### src/rtl/sync_pulse_arbiter.sv
// Round-robin scheduler that shares one pulse-crossing channel between N requesters.
// Optional macro SYNC_PULSE_ARBITER_PEND_COUNT_EN: per-requester request counters instead of single pending bits.
module sync_pulse_arbiter #(
  parameter int N       = 4,
  parameter int IDW     = 2,
  parameter int TIMEOUT = 15,
  parameter int TW      = 4,
  parameter int CNTW    = 4
) (
  input  logic           clk,
  input  logic           rst_n,
  input  logic [N-1:0]   req,
  input  logic           busy,
  output logic           sig_out,
  output logic [IDW-1:0] id_out,
  output logic [N-1:0]   grant,
  output logic [N-1:0]   pending,
  output logic           idle,
  output logic           err
);

  typedef enum logic [1:0] {IDLE, WAIT_ASSERT, WAIT_DONE} state_t;

  state_t         state, state_nx;
  logic [IDW-1:0] ptr;
  logic [TW-1:0]  wd, wd_nx;
  logic [IDW-1:0] winner;
  logic           found;
  logic           issue;
  logic           err_set;

`ifdef SYNC_PULSE_ARBITER_PEND_COUNT_EN
  logic [CNTW-1:0] cnt [N];

  for (genvar i = 0; i < N; i++) begin : g_cnt
    always_ff @(posedge clk or negedge rst_n) begin
      if (!rst_n) begin
        cnt[i] <= '0;
      end else begin
        case ({req[i], grant[i]})
          2'b10:   if (cnt[i] != '1) cnt[i] <= cnt[i] + 1'b1;
          2'b01:   if (cnt[i] != '0) cnt[i] <= cnt[i] - 1'b1;
          default: cnt[i] <= cnt[i];
        endcase
      end
    end
    assign pending[i] = (cnt[i] != '0);
  end
`else
  // A request landing in the same cycle as its grant keeps the bit set.
  always_ff @(posedge clk or negedge rst_n) begin
    if (!rst_n) pending <= '0;
    else        pending <= req | (pending & ~grant);
  end
`endif

  // First pending requester after the last winner, wrapping around.
  always_comb begin
    found  = 1'b0;
    winner = '0;
    for (int k = 1; k <= N; k++) begin
      if (!found && pending[(int'(ptr) + k) % N]) begin
        found  = 1'b1;
        winner = IDW'((int'(ptr) + k) % N);
      end
    end
  end

  always_comb begin
    state_nx = state;
    wd_nx    = wd;
    issue    = 1'b0;
    err_set  = 1'b0;
    case (state)
      IDLE: begin
        if (found && !busy) begin
          issue    = 1'b1;
          wd_nx    = '0;
          state_nx = WAIT_ASSERT;
        end
      end
      WAIT_ASSERT: begin
        if (busy) begin
          state_nx = WAIT_DONE;
        end else begin
          wd_nx = wd + 1'b1;
          if (wd_nx == TW'(TIMEOUT)) begin
            err_set  = 1'b1;
            state_nx = IDLE;
          end
        end
      end
      WAIT_DONE: begin
        // Round trip depends on the far clock, so no watchdog here.
        if (!busy) state_nx = IDLE;
      end
      default: state_nx = IDLE;
    endcase
  end

  always_ff @(posedge clk or negedge rst_n) begin
    if (!rst_n) begin
      state   <= IDLE;
      wd      <= '0;
      ptr     <= IDW'(N - 1);
      id_out  <= '0;
      grant   <= '0;
      sig_out <= 1'b0;
      err     <= 1'b0;
    end else begin
      state   <= state_nx;
      wd      <= wd_nx;
      sig_out <= issue;
      grant   <= issue ? (N'(1) << winner) : '0;
      err     <= err | err_set;
      if (issue) begin
        id_out <= winner;
        ptr    <= winner;
      end
    end
  end

  assign idle = (state == IDLE) && !(|pending);

endmodule

### config.mk
export PLATFORM = sky130hd
export DESIGN_NAME = sync_pulse_arbiter
export DESIGN_NICKNAME = d
export VERILOG_FILES = /design/src/rtl/sync_pulse_arbiter.sv
export SDC_FILE = /design/constraint.sdc
export NUM_CORES = 1
export LEC_CHECK = 0
export BUFFER_PORTS_ARGS = -buffer_cell sky130_fd_sc_hd__buf_2
export CORE_MARGIN = 4
export CORE_UTILIZATION = 35
export CTS_BUF_LIST = sky130_fd_sc_hd__clkbuf_8
export DETAILED_ROUTE_END_ITERATION = 8
export GPL_TIMING_DRIVEN = 0
export PLACE_DENSITY = 0.67
export REMOVE_ABC_BUFFERS = 1
export SYNTH_ARGS = -nofsm -noshare
export SYNTH_HDL_FRONTEND = slang
export SYNTH_SLANG_ARGS = --single-unit
### constraint.sdc
create_clock -name clk -period 1.7 [get_ports clk]
set_input_delay 0.255 -clock clk [delete_from_list [all_inputs] [get_ports clk]]
set_output_delay 0.255 -clock clk [all_outputs]
set_load 0.02 [all_outputs]
==> results.yml <==
place:
  io_buffer_count: 19
  place_ws_ns: 0.0845
  dp.cells: 131
  globalplace.congestion: 0.905
  dp_hpwl_um: 1230
critical_path:
  cp_max_fo: 4
  crit_arrival_ns: 1.51
  critPathMaxStageDelay_ns: 0.59
  timing.rr.end: "id_out[0]$_DFFE_PN0P_"
  slowest_stage: "or4_4"
  worstSetupEndpointType: "output port"
  crit_type: "reg -> out"
  cp_cell_sequence: "or4_4 > nor3_4 > buf_6"
  r2r_cells: 4
  required_ns: 1.44
  r2r_slack_ns: 0.13
  r2r_start: "pending[1]$_DFF_PN0_"
  cp-start-kind: "register"
cells_and_area:
  antennaDiodeCount: 0
  fillerInstances: 247
  drive_gt1_frac: 0.315
  syn_to_final_growth_pct: 27.9
  layoutNonFillerInstCount: 138
  multi_input_area_um2: 394
  final_cell_mix: "dfrtp_1, buf_2, nand2_1"
  num-nets-final: 118
  area.sequential_um2: 503
power_and_ir_drop:
  worst_ir_drop_vdd_mv: 1.04
  power_density_nw_per_um2: 1620
  leakagePower_nw: 0.562
yosys:
  avgSynthCellArea_um2: 11.1
  synthArstFlopShare: 1.00
  ys_seq_area_frac: 0.552
  ys.flop_type: "dfrtp_1"
  synth-seq-cells: 20
  yosys_warnings: 0
  synthesis.area_um2: 911
  synth_cells: 82
  yosysUniqueCellTypes: 31
  synth-edff-count: 0
job:
  maxCapViolCount: 0
outcome:
  outcome: "finished, violations left"
  violations: "setup timing"
clocking:
  clkTransAtPathRegs_ns: 0.07
  cts_made_buffers: 3
  root_buffer: "clkbuf_8"
  h-tree-depth: 1
  clock-sinks: 20
  cts_tree: "yes"
  clock_latency_ns: 0.26
  cts_buffer_depth: 2
timing:
  tightest_slew_ns: 0.636
  slew_viol_final: 0
  hold_violations: 0
  min_period_ns: 1.77
  skew_ns: 0.00124
  fmax_ghz: 0.566
  finalCritPeriodShare: 1.04
  finalSetupTns_ns: -0.0682
  relSlewSlack: 0.571
  rsz0062_at_grt: "yes"
  setup_slack_ns: -0.0682
  setup_viol: 1
route:
  wirelength_um: 1690
  drtAntennaViolNets: 0
  wl_per_cell_um: 12.3
  drc: 0
  drt-initial-drc-count: 23
  vias_per_cell: 5.00
  firstDrtPassIters: 4
  route.vias.total: 690
global_route:
  antenna_found_initial: 0
  grt_max_degree: 21
  gr-total-overflow: 0
  grt_pass1_wl_um: 3110
  grt_usage: 0.115
  grt_pass1_vias: 720
floorplanning:
  core_area_um2: 2480
  die-area_um2: 3480
  start_util: 0.368
  die_w_um: 59.0
  fp.dieH_um: 59.0
  io-pin-count: 20
  std_cell_rows: 18
hold_path:
  min_from: "req[1]"
  min_to: "pending[1]$_DFF_PN0_"
  min_path_cells: 2
  hp-class: "in -> reg"
[report_power, final]
part / switching (mW) / total [mW] / internal, mW
logic: 0.353 / 0.645 / 0.292
clock network: 0.156 / 0.470 / 0.314
registers: 0.138 / 0.769 / 0.632
[worst max path at each step]
stage | startpoint | end | slack (ns) | depth (start not counted)
2_1_floorplan | pending[2]$_DFF_PN0_ | idle | -0.09 | 2
3_3_place_gp | pending[2]$_DFF_PN0_ | id_out[0]$_DFFE_PN0P_ | 0.11 | 4
3_5_place_dp | pending[2]$_DFF_PN0_ | idle | 0.08 | 3
4_1_cts | pending[2]$_DFF_PN0_ | idle | -0.09 | 3
5_1_grt | pending[1]$_DFF_PN0_ | idle | -0.14 | 3
6_report | pending[1]$_DFF_PN0_ | idle | -0.07 | 3
[sequential cells by signal, indices dropped and copies added, names as in the netlist]
register / flops
grant: 4
pending: 4
wd: 4
id_out: 2
ptr: 2
state: 2
err: 1
sig_out: 1
[repair_timing]
item | CTS | global route
endpoints found under the setup margin | 1 | 3
pin swaps | 0 | 1
setup buffers | 2 | 0
endpoints found under the hold margin | 18 | 0
hold buffers | 1 | 0
gates resized for setup | 2 | 3
gates cloned | 0 | 0
[stage by stage]
step	hold WS, ns	utilization	instance area, µm²	total power, mW
floorplan	-0.0406	-	911	1.19
global placement	0.222	0.421	1040	1.36
detailed placement	0.227	0.421	1040	1.38
CTS	0.167	0.463	1150	1.88
global route	0.172	0.470	1160	2.03
finish	0.172	0.470	1160	1.88
[cells by family (layout without fill, tap and decap cells)]
kind of cell,Yosys count,after routing,share of synthesized area
buf+inv,8,34,0.0357
fa+ha+maj,2,2,0.0275
simple gates,26,26,0.172
mux,3,3,0.0440
xor+xnor,2,2,0.0192
flops,20,20,0.552
compound gates,21,21,0.150
[worst max-delay path: cells and delay by family (launching register included)]
kind                   cells  cell delay (ns)
AND/OR/NAND/NOR            2             0.73
buffers and inverters      1             0.13
flip-flops                 1             0.39
[cell type report]
cell class | instances | area share
sequential | 20 | 0.432
multi-input combinational | 54 | 0.338
timing repair buffer | 22 | 0.108
clock buffer | 3 | 0.0354
tap | 30 | 0.0322
inverter | 8 | 0.0279
clock inverter | 1 | 0.0258
[routing by layer]
| layer | wire length, µm | track usage | vias up |
|---|---|---|---|
| li1 | - | - | 337 |
| met3 | 110 | 0.0501 | 2 |
| met5 | 0 | 0 | - |
| met2 | 838 | 0.186 | 18 |
| met1 | 733 | 0.146 | 333 |
| met4 | 8 | 0.0162 | 0 |
[cells in the mapped netlist (2+ instances only)]
master | instances | area, µm²
nor2_1 | 3 | 11.3
dfrtp_1 | 18 | 450
nand2_1 | 8 | 30.0
nor3_1 | 2 | 10.0
nor2b_1 | 3 | 18.8
o21ai_0 | 5 | 25.0
mux2_4 | 2 | 30.0
inv_1 | 7 | 26.3
ha_1 | 2 | 25.0
dfstp_2 | 2 | 52.6
and2_1 | 3 | 18.8
o21bai_1 | 2 | 15.0
a21o_1 | 5 | 37.5
a21oi_1 | 3 | 15.0
No activity file was read; power rests on OpenSTA's default activity.
